### config.mk
export PLATFORM = sky130hd
export DESIGN_NAME = mem_arbiter
export DESIGN_NICKNAME = d
export VERILOG_FILES = /design/src/rtl/mem_arbiter.sv
export SDC_FILE = /design/constraint.sdc
export NUM_CORES = 1
export LEC_CHECK = 0
export ABC_AREA = 1
export BUFFER_PORTS_ARGS = -buffer_cell sky130_fd_sc_hd__buf_2
export CAP_MARGIN = 20
export CELL_PAD_IN_SITES_DETAIL_PLACEMENT = 1
export CELL_PAD_IN_SITES_GLOBAL_PLACEMENT = 1
export CORE_MARGIN = 3
export CORE_UTILIZATION = 34
export CTS_BUF_LIST = sky130_fd_sc_hd__clkbuf_4
export CTS_CLUSTER_SIZE = 30
export DETAILED_ROUTE_END_ITERATION = 7
export PLACE_DENSITY = 0.81
export SLEW_MARGIN = 0
export SYNTH_ARGS = -nofsm -noshare
export SYNTH_HDL_FRONTEND = slang
export SYNTH_SLANG_ARGS = --single-unit
### constraint.sdc
create_clock -name sys_clk -period 3.88 [get_ports sys_clk]
set_clock_uncertainty 0.05 [all_clocks]
set_input_delay 0.776 -clock sys_clk [delete_from_list [all_inputs] [get_ports sys_clk]]
set_output_delay 0.776 -clock sys_clk [all_outputs]
set_load 0.05 [all_outputs]
### src/rtl/mem_arbiter.sv
// rtl/mem_arbiter.sv - Round-robin IFU/LSU arbiter sequencing a single 32-bit word Mem.
// Sub-word stores become read-modify-write; sub-word loads are lane-extracted and extended.
module mem_arbiter #(
    parameter int ADDR_WIDTH = 32,
    parameter int DATA_WIDTH = 32,
    parameter int MEM_SIZE   = 1024
) (
    input  logic                  sys_clk,
    input  logic                  sys_rst,
    input  logic                  ifu_req,
    input  logic [ADDR_WIDTH-1:0] ifu_addr,
    output logic                  ifu_ack,
    output logic [DATA_WIDTH-1:0] ifu_rdata,
    output logic                  ifu_err,
    input  logic                  lsu_req,
    input  logic                  lsu_we,
    input  logic [1:0]            lsu_size,
    input  logic                  lsu_sext,
    input  logic [ADDR_WIDTH-1:0] lsu_addr,
    input  logic [DATA_WIDTH-1:0] lsu_wdata,
    output logic                  lsu_ack,
    output logic [DATA_WIDTH-1:0] lsu_rdata,
    output logic                  lsu_err,
    output logic                  mem_op,
    output logic                  mem_rw,
    output logic [ADDR_WIDTH-1:0] mem_addr,
    output logic [DATA_WIDTH-1:0] mem_data_w,
    input  logic [DATA_WIDTH-1:0] mem_data_r
);

    typedef enum logic [2:0] {
        S_IDLE,
        S_RD,
        S_RMW_RD,
        S_WR,
        S_RESP
    } state_t;

    state_t                r_state;
    logic                  r_last_lsu;
    logic                  r_cur_lsu;
    logic [1:0]            r_lane;
    logic [1:0]            r_size;
    logic                  r_sext;
    logic [DATA_WIDTH-1:0] r_wdata;

    logic                  w_any;
    logic                  w_pick_lsu;
    logic                  w_we;
    logic                  w_misalign;
    logic                  w_oor;
    logic                  w_err;
    logic [ADDR_WIDTH-1:0] w_addr;
    logic [1:0]            w_size;
    logic [2:0]            w_nbytes;
    logic [ADDR_WIDTH:0]   w_end;
    logic [DATA_WIDTH-1:0] w_shifted;
    logic [DATA_WIDTH-1:0] w_load;
    logic [DATA_WIDTH-1:0] w_wshift;
    logic [DATA_WIDTH-1:0] w_merged;
    logic [3:0]            w_be;

    // On contention the requester that did not win last time gets the grant.
    assign w_any      = ifu_req | lsu_req;
    assign w_pick_lsu = lsu_req & (~ifu_req | ~r_last_lsu);
    assign w_addr     = w_pick_lsu ? lsu_addr : ifu_addr;
    assign w_size     = w_pick_lsu ? lsu_size : 2'd2;
    assign w_we       = w_pick_lsu & lsu_we;

    always_comb begin
        w_nbytes = 3'd0;
        case (w_size)
            2'd0:    w_nbytes = 3'd1;
            2'd1:    w_nbytes = 3'd2;
            2'd2:    w_nbytes = 3'd4;
            default: w_nbytes = 3'd0;
        endcase
    end

    assign w_misalign = (w_size == 2'd1 && w_addr[0]) || (w_size == 2'd2 && w_addr[1:0] != 2'b00);
    assign w_end      = {1'b0, w_addr} + {{(ADDR_WIDTH-2){1'b0}}, w_nbytes};
    assign w_oor      = w_end > (ADDR_WIDTH+1)'(MEM_SIZE);
    assign w_err      = (w_size == 2'd3) | w_misalign | w_oor;

    assign w_shifted = mem_data_r >> {r_lane, 3'b000};

    always_comb begin
        w_load = w_shifted;
        case (r_size)
            2'd0:    w_load = {{(DATA_WIDTH-8){r_sext & w_shifted[7]}}, w_shifted[7:0]};
            2'd1:    w_load = {{(DATA_WIDTH-16){r_sext & w_shifted[15]}}, w_shifted[15:0]};
            default: w_load = w_shifted;
        endcase
    end

    // Store data is right-justified; move it up to its byte lane before merging.
    assign w_be     = ((r_size == 2'd0) ? 4'b0001 : 4'b0011) << r_lane;
    assign w_wshift = r_wdata << {r_lane, 3'b000};

    always_comb begin
        w_merged = mem_data_r;
        for (int i = 0; i < 4; i++) begin
            if (w_be[i]) begin
                w_merged[8*i +: 8] = w_wshift[8*i +: 8];
            end
        end
    end

    always_ff @(posedge sys_clk) begin
        if (sys_rst) begin
            r_state    <= S_IDLE;
            r_last_lsu <= 1'b0;
            r_cur_lsu  <= 1'b0;
            r_lane     <= 2'd0;
            r_size     <= 2'd0;
            r_sext     <= 1'b0;
            r_wdata    <= '0;
            ifu_ack    <= 1'b0;
            ifu_err    <= 1'b0;
            ifu_rdata  <= '0;
            lsu_ack    <= 1'b0;
            lsu_err    <= 1'b0;
            lsu_rdata  <= '0;
            mem_op     <= 1'b0;
            mem_rw     <= 1'b0;
            mem_addr   <= '0;
            mem_data_w <= '0;
        end else begin
            case (r_state)
                S_IDLE: begin
                    if (w_any) begin
                        r_cur_lsu  <= w_pick_lsu;
                        r_last_lsu <= w_pick_lsu;
                        r_lane     <= w_addr[1:0];
                        r_size     <= w_size;
                        r_sext     <= w_pick_lsu & lsu_sext;
                        r_wdata    <= lsu_wdata;
                        if (w_err) begin
                            r_state <= S_RESP;
                            if (w_pick_lsu) begin
                                lsu_ack   <= 1'b1;
                                lsu_err   <= 1'b1;
                                lsu_rdata <= '0;
                            end else begin
                                ifu_ack   <= 1'b1;
                                ifu_err   <= 1'b1;
                                ifu_rdata <= '0;
                            end
                        end else begin
                            mem_op   <= 1'b1;
                            mem_addr <= {w_addr[ADDR_WIDTH-1:2], 2'b00};
                            if (!w_we) begin
                                mem_rw  <= 1'b0;
                                r_state <= S_RD;
                            end else if (w_size == 2'd2) begin
                                mem_rw     <= 1'b1;
                                mem_data_w <= lsu_wdata;
                                r_state    <= S_WR;
                            end else begin
                                mem_rw  <= 1'b0;
                                r_state <= S_RMW_RD;
                            end
                        end
                    end
                end
                S_RD: begin
                    mem_op  <= 1'b0;
                    r_state <= S_RESP;
                    if (r_cur_lsu) begin
                        lsu_ack   <= 1'b1;
                        lsu_err   <= 1'b0;
                        lsu_rdata <= w_load;
                    end else begin
                        ifu_ack   <= 1'b1;
                        ifu_err   <= 1'b0;
                        ifu_rdata <= mem_data_r;
                    end
                end
                S_RMW_RD: begin
                    mem_rw     <= 1'b1;
                    mem_data_w <= w_merged;
                    r_state    <= S_WR;
                end
                S_WR: begin
                    mem_op  <= 1'b0;
                    mem_rw  <= 1'b0;
                    lsu_ack <= 1'b1;
                    lsu_err <= 1'b0;
                    r_state <= S_RESP;
                end
                S_RESP: begin
                    ifu_ack <= 1'b0;
                    ifu_err <= 1'b0;
                    lsu_ack <= 1'b0;
                    lsu_err <= 1'b0;
                    r_state <= S_IDLE;
                end
                default: r_state <= S_IDLE;
            endcase
        end
    end

endmodule

# Word level (Yosys, flattened, before mapping)

Index checks and enable logic that the tools add are counted.

Bits in registers: 173
Logic and storage cells: 127

Mux-type cells: 51
Shift operators: 3
Add/subtract/negate cells: 1
Equality and inequality tests: 17
Bitwise logic cells: 12
Reductions and logical operators: 26
$lt $le $gt $ge: 1

Operator list:

| cell                 | count |
|---|---|
| $mux 32              | 13 |
| $pmux 32 s2          | 4 |
| $add 32x3->33        | 1 |
| $gt 33x11->1 const B | 1 |
| $mux 8               | 4 |
| $shl 32x5->32        | 1 |
| $shr 32x5->32        | 1 |
| $reduce_and 5->1     | 6 |
| $ne 2x2->1 const B   | 9 |
| $pmux 3 s3           | 2 |
| $mux 1               | 17 |
| $pmux 1 s3           | 4 |
| $reduce_and 3->1     | 3 |
| $reduce_bool 3->1    | 3 |
| $reduce_bool 2->1    | 4 |
| $eq 3x2->1 const B   | 2 |
| $mux 2               | 3 |
| $mux 3               | 2 |
| $and 1x1->1          | 5 |
| $eq 2x1->1 const B   | 2 |
| $eq 2x2->1 const B   | 2 |
| $logic_not 2->1      | 2 |
| $or 1x1->1           | 4 |
| $pmux 1 s4           | 1 |
| 11 further kinds     | 15 |

# Longest topological paths before layout

Depth after elaboration: 12
Gate-level depth with buffers: 29
Mapped depth without buffers: 27

# Least setup slack after synthesis

OpenSTA, ideal clock, no wires.

Path kind: input -> register
Start: in ifu_req
End: reg mem_data_w[25]
Buffers on the path: 4
Stages on the path: 27
Slack: 0.110 ns
Required time: 3.713 ns
Arrival time: 3.604 ns
Cell sequence: nand2_1 > nand2_1 > buf_4 > inv_2 > buf_2 > nand2_1 > nand2_1 > inv_1 > ha_1 > nand2_1 > nand3b_1 > nand2_2 > buf_4 > nand3_1 > nand2_1 > nand2_1 > inv_1 > nand3_1 > nor2_1 > nand3_1 > nor2_4 > nand3_1 > nand2_1 > buf_4 > nand3_1 > nand2_1 > nor2_1

Word-level cells in the longest chain between the ends: 11
Elaborated cells on any way between the ends: 25
Those cells by class: add/sub (1); order compare (1); eq/ne (7); mux (3); bitwise (7); reduce/logical (6)

Ends and longest elaborated chain:

| element                                                  | RTL line    | RTL |
|---|---|---|
| start, declared                                          | 10          | `input logic ifu_req,` |
| $not 1->1                                                | 65          | `assign w_pick_lsu = lsu_req & (~ifu_req \| ~r_last_lsu);` |
| $or 1x1->1                                               | 65          |  |
| $and 1x1->1                                              | 65          |  |
| $mux 2 / $mux 32 (equally long branches)                 | 67, 66      |  |
| $eq 2x2->1, or another cell as far along                 | 72, 80, 155 |  |
| $pmux 3 s3 / $logic_and 1x1->1 (equally long branches)   | 72, 80      |  |
| $add 32x3->33 / $logic_or 1x1->1 (equally long branches) | 81, 80      |  |
| $gt 33x11->1 / $or 1x1->1 (equally long branches)        | 82, 83      |  |
| $or 1x1->1                                               | 83          | `assign w_err = (w_size == 2'd3) \| w_misalign \| w_oor;` |
| $ne 2x2->1 (no line)                                     | --          |  |
| $reduce_and 5->1 (no line) (*)                           | --          |  |
| end signal, assigned                                     | 157         | `mem_data_w <= lsu_wdata;` |
| end signal, assigned                                     | 181         | `mem_data_w <= w_merged;` |
| end, declared                                            | 27          | `output logic [DATA_WIDTH-1:0] mem_data_w,` |

Every way passes the cells marked *; elsewhere a longest branch is shown, timed or not.
A chain may end at the register's enable or synchronous reset.

==> flow_summary.ini <==
[final_layout]
area.sequential_um2 = 3308
number_of_filler_cells_placed_in_the_layout = 4210
postLayoutCoreUtil_pct = 44.25
final_cells = 2511
area_growth_syn_to_layout_pct = 26.26
multiInputGateArea_um2 = 5784
drive_gt1_share_pct = 22.59
final_nets = 2246

[cts]
clock_insertion_delay_worst_skew_ns = 0.62
tritoncts_clock_tree = yes
cts.root.buffer_cell = clkbuf_4
cts-htree-levels = 4
cts.sink_count = 165
max-clock-path-buffers = 2
cts.clk_slew.worst_paths_ns = 0.17
inserted_clock_buffers = 17

[timing]
period_share_pct = 92.38
worst_slew_pin_slew_ns = 0.6250
achievable-frequency_mhz = 279.0
fin_ws_ns = 0.2958
setup-tns-final_ns = 0
setup_viol = 0
timing.final.crit_period_ns = 3.584
hold_viol = 0
max_slew_margin_pct = 58.18
finalMaxSlewViolations = 0

[global_routing]
grt_start_max_net_pins = 72
global_route.overflow_total = 0
first_global_vias = 12761
groute.usage.overall_pct = 25.38
grt_pass1_wl_um = 67630
grt_antenna_before_repair = 6

[floorplanning]
die_height_um = 182.2
num_io_pins = 270
die-area_um2 = 33190
floorplan.initialDensity_pct = 35.05
core.rowCount = 63
floorplan.die.width_um = 182.2
floorplan.core_area_um2 = 30110

[detailed_routing]
post_drt_via_cell_ratio = 5.057
max_used_layer = met5
drt_drc_violations_left = 0
drt_first_iter_violations = 837
route.vias.total = 12697
drtAntennaViolNets = 0
met3_length_um = 2742
first_pass_iteration_count_of_the_detailed_router = 5
routedWlPerCell_um = 17.34
wl_um = 43550
wl_met1_um = 19120
met2_length_um = 20530

[yosys]
yosysWarnings = 0
netlist_instances = 1798
synth_top_area_share_pct = 31.30
yosys.cell_count.top_type = nand2_1
synth_edf_count = 0
library_cells_used_by_synthesis = 38
syn-cell-area_um2 = 10550
dominantRegCellSynth = dfxtp_1
yosys-top-cells-count = 488 x nand2_1, 249 x inv_1, 246 x nor2_1, 165 x dfxtp_1, 143 x o21ai_0
syn-mean-instance-area_um2 = 5.869
yosysSeqAreaShare_pct = 31.30
netlist.top_cell.by_area = dfxtp_1
synth_top_cells_by_area = dfxtp_1 31%, nand2_1 17%, inv_1 8.9%
postSynthRegisterBits = 165
async_reset_ff_share_pct = 0

[worst_setup_path]
worst-endpoint-arrival_ns = 4.10
crit_path_start_kind = flip-flop
timing.critical_path.slowest_cell_delay_ns = 0.41
worstSetupEndpointType = flip-flop
cp_data_required_time_ns = 4.40
critical-path-top-cell-by-count = nand2_1
worstPathMaxFanout = 15
worstSetupPathType = flip-flop to flip-flop
crit_slowest_cell = dfxtp_4

[run_status]
status = completed

[placement]
dp_slack_ns = -0.3583
place_hpwl_um = 34240
place.port_buffers = 267
gpl.final_weighted_congestion = 0.9351
placedCellCount = 2472

[power_and_ir_drop]
p_per_area_nw_per_um2 = 350.4
leakage_component_of_the_power_nw = 7.185
power_mw = 4.669
power.ir.vdd_worst_uv = 288.7

[hold_path]
hold_path_class = input port to flip-flop

[flow_run]
drv_cap = 0
[path summary, 6_finish.rpt]
check,start,to,slack (ns),cells past startpoint
min,lsu_wdata[14],r_wdata[14],0.35,3
max reg2reg,r_cur_lsu,mem_addr[10],0.30,28
min reg2reg,mem_op,mem_op,0.42,2
max,r_cur_lsu,mem_addr[10],0.30,28
[cells in the final DEF (no fill, tap or decap), drive strengths merged]
| cell type | n |
|---|---|
| xor2 | 4 |
| nor2 | 255 |
| buf | 396 |
| nor3 | 13 |
| mux2i | 3 |
| nand3 | 87 |
| o22ai | 1 |
| and3 | 21 |
| nand4 | 71 |
| nand3b | 16 |
| o211ai | 7 |
| a21oi | 107 |
| clkbuf | 17 |
| nand2 | 498 |
| ha | 3 |
| bufinv | 1 |
| xnor2 | 2 |
| a31oi | 1 |
| diode | 1 |
| o221ai | 1 |
| inv | 271 |
| dfxtp | 165 |
| o21a | 3 |
| clkinv | 12 |
| conb | 2 |
| o21ai | 158 |
| a211oi | 2 |
| and2 | 2 |
| clkinvlp | 1 |
[worst max-delay path, delay by kind of cell, from the launching register on]
kind | cells | cell delay (ns)
flops | 1 | 0.41
simple gates | 19 | 2.02
compound gates | 1 | 0.10
fa+ha+maj | 1 | 0.18
buf+inv | 7 | 0.75
[area by class of cell]
| cell class | instances | area share, % |
|---|---|---|
| Antenna cell | 1 | 0.01878 |
| Timing Repair Buffer | 396 | 18.29 |
| Sequential cell | 165 | 24.83 |
| Tap cell | 390 | 3.662 |
| Clock buffer | 17 | 0.9578 |
| Inverter | 270 | 7.635 |
| Clock inverter | 15 | 1.193 |
| Multi-Input combinational cell | 1257 | 43.41 |
[report_power, final]
group          internal [mW]  switching (mW)
clock network          0.347           0.721
registers               1.82          0.0820
logic                  0.518            1.18
total                   2.69            1.98
[what timing repair did]
action,4_1_cts,5_1_grt
endpoints found under the setup margin,0,133
hold buffers,0,0
setup buffers,0,5
gates resized for setup,0,15
[state kept, by name, indices dropped and copies added, names as in the netlist]
name	cells
ifu_ack	1
ifu_err	1
ifu_rdata	32
lsu_ack	1
lsu_err	1
lsu_rdata	32
mem_addr	30
mem_data_w	32
mem_op	1
mem_rw	1
r_cur_lsu	1
r_lane	2
r_sext	1
r_size	2
r_state	3
r_wdata	24
[per-stage QoR]
stage	instance area, µm²	hold slack (ns)
2_1_floorplan	10560	0.3794
3_3_place_gp	12930	0.3858
3_5_place_dp	12930	0.4007
4_1_cts	13220	0.3145
5_1_grt	13320	0.3230
6_report	13320	0.3541
[cells by family after synthesis]
| kind of cell | after synthesis | share of synthesized area, % |
|---|---|---|
| compound gates | 280 | 13.66 |
| xor+xnor | 6 | 0.4980 |
| fa+ha+maj | 3 | 0.3557 |
| buf+inv | 378 | 14.60 |
| flops | 165 | 31.30 |
| mux | 3 | 0.2846 |
| other cells | 1 | 0.03554 |
| simple gates | 962 | 39.27 |
[metal layers]
metal	vias to the layer above	global-route usage [%]
met2	363	42.26
met1	5987	32.57
met3	75	6.039
met5	-	0.1481
met4	10	7.800
li1	6262	-
Note: power is estimated with default switching activity, not from simulation.
